## src/rtl/alu_issue_stage.sv

```systemverilog
// Two-stage registered ALU front end: S1 captures {op, A, B, tag}, S2 holds the
// computed result and flags until the downstream consumer takes it.
module alu_issue_stage #(
    parameter int WIDTH = 32,
    parameter int TAG_W = 4,
    parameter int CNT_W = 16
) (
    input  logic             clk,
    input  logic             rst,
    input  logic             in_valid,
    output logic             in_ready,
    input  logic [3:0]       in_op,
    input  logic [WIDTH-1:0] in_a,
    input  logic [WIDTH-1:0] in_b,
    input  logic [TAG_W-1:0] in_tag,
    output logic             out_valid,
    input  logic             out_ready,
    output logic [WIDTH-1:0] out_y,
    output logic [TAG_W-1:0] out_tag,
    output logic             out_div0,
    output logic             out_illegal,
    output logic [CNT_W-1:0] ops_done
);

    localparam logic [3:0] OP_ADD = 4'd0;
    localparam logic [3:0] OP_SUB = 4'd1;
    localparam logic [3:0] OP_MUL = 4'd2;
    localparam logic [3:0] OP_DIV = 4'd3;
    localparam logic [3:0] OP_MOD = 4'd4;
    localparam logic [3:0] OP_XOR = 4'd5;
    localparam logic [3:0] OP_AND = 4'd6;
    localparam logic [3:0] OP_OR  = 4'd7;
    localparam logic [3:0] OP_SHR = 4'd8;
    localparam logic [3:0] OP_SHL = 4'd9;

    localparam logic [WIDTH-1:0] SHIFT_LIM = WIDTH'(WIDTH);

    logic             s1_valid;
    logic [3:0]       s1_op;
    logic [WIDTH-1:0] s1_a;
    logic [WIDTH-1:0] s1_b;
    logic [TAG_W-1:0] s1_tag;
    logic             s2_valid;
    logic             s2_adv;

    logic [WIDTH-1:0] y_next;
    logic             div0_next;
    logic             illegal_next;

    // out_ready reaches in_ready combinationally so a full pipe still streams.
    assign s2_adv    = s1_valid && (!s2_valid || out_ready);
    assign in_ready  = !s1_valid || s2_adv;
    assign out_valid = s2_valid;

    always_comb begin
        y_next       = '0;
        div0_next    = 1'b0;
        illegal_next = 1'b0;
        case (s1_op)
            OP_ADD: y_next = s1_a + s1_b;
            OP_SUB: y_next = s1_a - s1_b;
            OP_MUL: y_next = s1_a * s1_b;
            OP_DIV: begin
                if (s1_b == '0) begin
                    y_next    = '1;
                    div0_next = 1'b1;
                end else begin
                    y_next = s1_a / s1_b;
                end
            end
            OP_MOD: begin
                if (s1_b == '0) begin
                    y_next    = s1_a;
                    div0_next = 1'b1;
                end else begin
                    y_next = s1_a % s1_b;
                end
            end
            OP_XOR: y_next = s1_a ^ s1_b;
            OP_AND: y_next = s1_a & s1_b;
            OP_OR:  y_next = s1_a | s1_b;
            OP_SHR: y_next = (s1_b >= SHIFT_LIM) ? '0 : (s1_a >> s1_b);
            OP_SHL: y_next = (s1_b >= SHIFT_LIM) ? '0 : (s1_a << s1_b);
            default: illegal_next = 1'b1;
        endcase
    end

    always_ff @(posedge clk) begin
        if (rst) begin
            s1_valid <= 1'b0;
            s1_op    <= '0;
            s1_a     <= '0;
            s1_b     <= '0;
            s1_tag   <= '0;
        end else if (in_ready) begin
            s1_valid <= in_valid;
            if (in_valid) begin
                s1_op  <= in_op;
                s1_a   <= in_a;
                s1_b   <= in_b;
                s1_tag <= in_tag;
            end
        end
    end

    always_ff @(posedge clk) begin
        if (rst) begin
            s2_valid    <= 1'b0;
            out_y       <= '0;
            out_tag     <= '0;
            out_div0    <= 1'b0;
            out_illegal <= 1'b0;
        end else if (s2_adv) begin
            s2_valid    <= 1'b1;
            out_y       <= y_next;
            out_tag     <= s1_tag;
            out_div0    <= div0_next;
            out_illegal <= illegal_next;
        end else if (out_ready) begin
            s2_valid <= 1'b0;
        end
    end

    always_ff @(posedge clk) begin
        if (rst) begin
            ops_done <= '0;
        end else if (s2_valid && out_ready && (ops_done != '1)) begin
            ops_done <= ops_done + 1'b1;
        end
    end

endmodule

```

## config.mk

```make
export PLATFORM = sky130hd
export DESIGN_NAME = alu_issue_stage
export DESIGN_NICKNAME = d
export VERILOG_FILES = /design/src/rtl/alu_issue_stage.sv
export SDC_FILE = /design/constraint.sdc
export NUM_CORES = 2
export LEC_CHECK = 0
export ABC_CLOCK_PERIOD_IN_PS = 194000
export CAP_MARGIN = 10
export CORE_ASPECT_RATIO = 0.9
export CORE_MARGIN = 2
export CORE_UTILIZATION = 40
export CTS_BUF_LIST = sky130_fd_sc_hd__clkbuf_2
export DETAILED_ROUTE_END_ITERATION = 10
export HOLD_SLACK_MARGIN = 0.08
export PLACE_DENSITY = 0.6
export SETUP_SLACK_MARGIN = 0.02
export SYNTH_ARGS = -nofsm -noshare
export SYNTH_HDL_FRONTEND = slang
export SYNTH_SLANG_ARGS = --single-unit
```

## constraint.sdc

```tcl
create_clock -name clk -period 194 [get_ports clk]
set_input_delay 38.8 -clock clk [delete_from_list [all_inputs] [get_ports clk]]
set_output_delay 38.8 -clock clk [all_outputs]
set_load 0.02 [all_outputs]
```

======== After elaboration in Yosys (flattened, before gate mapping) ========
Cells that the tools add are included.
word-level totals
  register bits ........................... 128
  latch bits .............................. 0
  bits in writable memories ............... 0
  memory bits (read-only) ................. 0
  output and inout port bits .............. 56
  word-level logic and storage cells ...... 56
  memories kept ........................... 0
operators by class
  $add $sub $neg .......................... 3
  $mul .................................... 1
  div/mod/pow operators ................... 2
  magnitude comparators ................... 1
  equal/unequal tests ..................... 10
  shift-type cells ........................ 2
  mux-type cells .......................... 10
  bitwise logic cells ..................... 3
  reduce and logical (&&, ||, !) cells .... 13
operator list
  operator                                                                 number
  32-bit case mux with 10 select lines                                     1
  32-bit 2-to-1 mux                                                        4
  32-bit adder                                                             1
  32-bit bitwise AND                                                       1
  32-bit by 32-bit divider with 32-bit output                              1
  32-bit by 6-bit >= comparator with 1-bit output (second input constant)  1
  32-bit logical NOT                                                       1
  32-bit by 32-bit remainder unit with 32-bit output                       1
  32-bit by 32-bit multiplier with 32-bit output                           1
  32-bit bitwise OR                                                        1
  32-bit by 32-bit left shift with 32-bit output                           1
  32-bit by 32-bit right shift with 32-bit output                          1
  32-bit subtractor                                                        1
  32-bit XOR                                                               1
  16-bit by 1-bit adder with 16-bit output (second input constant)         1
  4-bit by 3-bit equality test with 1-bit output (second input constant)   4
  16-bit inequality test (second input constant)                           1
  10-bit OR reduction                                                      1
  4-bit by 2-bit equality test with 1-bit output (second input constant)   2
  4-bit equality test (second input constant)                              2
  1-bit 2-to-1 mux                                                         5
  4-bit by 1-bit equality test with 1-bit output (second input constant)   1
  4-bit logical NOT                                                        1
  1-bit logical AND                                                        3
  5 further kinds                                                          7

======== Logic depth before layout (Yosys ltp) ========
  depth after elaboration ................. 5
  gate-level depth with buffers ........... 341
  depth with buffers taken out ............ 305

======== Worst setup path after synthesis ========
No wires, ideal clock.
  path type ............................... input to output
  start point ............................. input out_ready
  end point ............................... output in_ready
  data arrival time ....................... 39,208 ps
  data required time ...................... 155,200 ps
  path slack .............................. 115,992 ps
  stages .................................. 2
  buffers on the path ..................... 0
  cells stage by stage .................... nor2b_1 nand2_1
between the ends
  cells in the longest elaborated chain, start to end .. 3
RTL lines
  what               line  source
  from (decl)        17    input logic out_ready,
  1-bit logical OR   51    assign s2_adv = s1_valid && (!s2_valid || out_ready);
  1-bit logical AND  51
  1-bit logical OR   52    assign in_ready = !s1_valid || s2_adv;
  to (decl)          11    output logic in_ready,
Every way passes these cells.

======== Final worst setup path ========
  start point ............................. register s1_b[14]
  end point ............................... register out_y[31]
between the ends
  cells in the longest elaborated chain, start to end .. 3
  elaborated cells on any way between the ends .. 14
RTL lines
  what                                                                        line  source
  from (decl)                                                                 41    logic [WIDTH-1:0] s1_b;
  from (signal assigned)                                                      100   s1_b <= in_b;
  32-bit by 32-bit remainder unit with 32-bit output (tied with other cells)  76    y_next = s1_a % s1_b;
  32-bit 2-to-1 mux, on equally long branches                                 -
  32-bit case mux with 10 select lines *                                      59    case (s1_op)
  to (signal assigned)                                                        115   out_y <= y_next;
  to (decl)                                                                   18    output logic [WIDTH-1:0] out_y,
Mark *: on every way between the ends. The rest lies on a longest branch, timed or not.
A chain may end at the register's enable or synchronous reset.

==> summary.md <==
| Metric | Value |
|---|---|
| Seq/Total Area, Yosys | 4.364% |
| Setup_tns | 0 ps |
| FF+latch count, synth | 128 |
| Vias in the first global route | 61,800 |
| Post-route ant nets | 0 |
| Level count of the clock H-tree | 4 |
| CP Launch Type | register |
| Finished Cell Area | 63,020 µm² |
| Clock Skew | 157.8 ps |
| Period utilization | 44.16% |
| Fin. Hold Viols | 0 |
| Reg2Reg Depth | 283 |
| # rows | 133 |
| Worst Hold Launch | s1_tag[0]$_SDFFE_PP0P_ |
| # setup viols final | 0 |
| Max-cap viol count | 0 |
| Total gr overflow | 0 |
| Drt first pass iters | 8 |
| Clk Latency, worst-skew pair | 1290 ps |
| Max FO, Critical Path | 44 |
| Largest net degree at the start of global routing | 73 |
| Clock Pin Slew Worst Setup and Hold Paths | 470 ps |
| EDFF count, synth | 0 |
| Final WL | 299.8 mm |
| RSZ-0062 raised after global routing | no |
| Hold Crit Depth | 2 |
| Min cycle time layout | 85,660 ps |
| Fillers | 15,140 |
| Yosys cell types | 111 |
| DIE AREA | 149,900 µm² |
| Post-synth ARST share | 0% |
| Chip height | 367.5 µm |
| # clock sinks | 128 |
| Family with the most delay on the worst path | compound AO/OA/AOI/OAI gates |
| Yosys warns | 0 |
| Post-synthesis cell count | 8,242 |
| Post-Layout Cell Count | 10,200 |
| DR iter-0 viols | 9,156 |
| CP arrival | 86,780 ps |
| Postcts setup bufs | 0 |
| Die Wd | 407.9 µm |
| Storage cell area | 2577 µm² |
| NumNets Final | 9,448 |
| Critical Path Sink Type | register |
| CP peak stage delay | 900 ps |
| Wirelength per Cell | 29.41 µm |
| Fmax | 11.67 MHz |
| Worst-Margin Slew | 1393 ps |
| Via count of the routed design | 65,770 |
| CTS Buf Count | 17 |
| Initial Util | 40.23% |
| Net count after synthesis | 9,480 |
| Reg2reg end | out_y[31]$_SDFFE_PP0P_ |
| GRT Total Usage | 38.78% |
| Top FF cell, synth | dfxtp_1 |
| Worst Path Buf+Inv | 21 |
| Clock tree buffer depth | 2 |
| Final Slew Violations | 0 |
| Via density | 6.451 |
| Run status | completed |
| Post-cts resize count | 0 |
| Core area | 145,900 µm² |
| Hold buffers post-CTS | 0 |
| Multi-input logic area | 52,140 µm² |
| Synthesized cell area | 58,720 µm² |
| Critical-path top delay cell | a2111oi_0 |
| Placed cell count | 10,150 |
| Dpl hpwl | 236.6 mm |
| Critical path class | register to register |
| Layout cells sized above 1 | 6.129% |
| Post-synthesis area per instance | 7.124 µm² |
| CTS tree | yes |
| Synth-to-layout area growth | 7.331% |
| # port buffers | 131 |
| Required @ worst endpoint | 195,110 ps |
| Worst Hold Class | register to register |
| Cell area after placement | 62,700 µm² |
| Reg2Reg Setup Slack | 108,340 ps |
| Slew margin rel. | 7.009% |
| Drt drc | 0 |
| Routability Congestion | 1.085 |
| Antenna violations before repair | 31 |
| Root buf cell | clkbuf_2 |
| Worst reg2reg path startpoint | s1_b[14]$_SDFFE_PP0P_ |
| First-pass GRT wire length | 431.1 mm |
| Worst hold path endpoint | out_tag[0]$_SDFFE_PP0P_ |
| # IOs | 132 |
| Crit-path most repeated cell | ha_1 |
-- cells in the mapped netlist (27+ instances only) --
cell | number | area, µm²
and2_1 | 56 | 350.3
nand4_1 | 44 | 275.3
xor2_1 | 194 | 1699
a21oi_1 | 659 | 3298
o211ai_1 | 67 | 503.0
buf_1 | 76 | 285.3
and3_1 | 63 | 394.1
a211oi_1 | 122 | 915.9
o31ai_1 | 53 | 397.9
a21boi_0 | 35 | 262.8
clkbuf_1 | 300 | 1126
or3_1 | 75 | 469.2
nand2b_1 | 62 | 387.9
nor2_1 | 818 | 3070
o21a_1 | 158 | 1186
mux2_2 | 56 | 630.6
o31a_1 | 27 | 236.5
a2111oi_0 | 27 | 236.5
nor2b_1 | 53 | 331.6
a211o_1 | 30 | 262.8
mux2i_1 | 72 | 720.7
nor3_1 | 205 | 1026
a31oi_1 | 79 | 494.2
nor4_1 | 36 | 225.2
dfxtp_1 | 128 | 2562
o21ai_0 | 394 | 1972
a21o_1 | 201 | 1509
fa_1 | 410 | 8208
o21bai_1 | 42 | 315.3
nand2_1 | 1177 | 4418
or2_2 | 59 | 369.1
inv_1 | 678 | 2545
o221ai_1 | 29 | 254.0
ha_1 | 752 | 9409
xnor2_1 | 316 | 2768
a221oi_1 | 56 | 490.5
nand3_1 | 154 | 770.7
-- cell usage in the layout, fill, tap and decap left out, drive strengths merged, types with 30 or more instances in the layout --
master         netlist  layout
a211o               30      30
a211oi             125     125
a21boi              39      39
a21o               202     202
a21oi              664     664
a221oi              57      57
a31oi               81      81
and2                56      56
and3                63      63
buf                 98     217
clkdlybuf4s50        0     130
dfxtp              128     128
fa                 410     410
ha                 752     752
inv                683     689
mux2                56      56
mux2i               72      72
nand2             1178    1178
nand2b              62      62
nand3              156     156
nand4               44      44
nor2               822     822
nor2b               53      53
nor3               208     208
nor4                42      42
o211ai              69      69
o21a               158     158
o21ai              419     419
o21bai              42      42
o31ai               58      58
or2                 60      60
or3                 75      75
xnor2              316     316
xor2               194     194
-- how the worst max path moves through the flow --
stage,startpoint,endpoint,slack [ps],cells past startpoint
after CTS,s1_b[31]$_SDFFE_PP0P_,out_y[31]$_SDFFE_PP0P_,111340,285
after detailed placement,s1_b[31]$_SDFFE_PP0P_,out_y[31]$_SDFFE_PP0P_,111670,285
after global placement,s1_b[31]$_SDFFE_PP0P_,out_y[31]$_SDFFE_PP0P_,113090,283
after global routing,s1_b[11]$_SDFFE_PP0P_,out_y[31]$_SDFFE_PP0P_,103350,286
after floorplan,out_ready,in_ready,115990,2
final,s1_b[14]$_SDFFE_PP0P_,out_y[31]$_SDFFE_PP0P_,108340,283
-- logic make-up (layout without fill, tap and decap cells) --
kind of cell	count (synthesis)	after routing	synth area share, %
flip-flops	128	128	4.364
other	0	15	0
multiplexers	142	142	2.838
XOR/XNOR	510	510	7.608
AO/OA/AOI/OAI	2323	2323	26.24
buffers and inverters	1093	1074	7.090
AND/OR/NAND/NOR	2884	2884	21.86
adder cells (fa/ha/maj)	1162	1162	30.00
-- cell type report --
| type | instances | share of cell area [%] |
|---|---|---|
| Clock inverter | 15 | 0.3018 |
| Multi-Input combinational cell | 7021 | 82.73 |
| Clock buffer | 17 | 0.1350 |
| Sequential cell | 128 | 4.090 |
| Timing Repair Buffer | 348 | 4.658 |
| Antenna cell | 15 | 0.05956 |
| Tap cell | 1957 | 3.885 |
| Inverter | 694 | 4.140 |
-- routing by layer --
metal | share of wire (%) | global-route usage (%)
met5 | 0.054 | 0
met4 | 5.8 | 18.06
met3 | 14 | 13.30
met2 | 39 | 54.36
met1 | 41 | 52.81
-- flip-flops by register name, indices dropped and copies added, names as in the netlist --
register	count
ops_done	16
out_div0	1
out_illegal	1
out_tag	4
out_valid	1
out_y	32
s1_a	32
s1_b	32
s1_op	4
s1_tag	4
s1_valid	1
-- per-stage QoR --
stage / hold slack, ps / setup slack [ps] / util, %
floorplan: 432.1 / 115990 / -
global placement: 437.1 / 113090 / 42.96
detailed placement: 443.5 / 111670 / 42.96
CTS: 466.4 / 111340 / 43.15
global route: 482.3 / 103350 / 43.17
finish: 472.8 / 108340 / 43.18
-- worst reg2reg max path: cells and delay by family, from the launching register on --
kind / cells / cell delay [ps]
compound gates: 137 / 45000
fa+ha+maj: 31 / 10030
flops: 1 / 400
simple gates: 93 / 24320
buf+inv: 21 / 5290
mux: 1 / 420
Power is not shown: default switching activity piles up to over one toggle a cycle in this logic, so the estimate is an artifact.
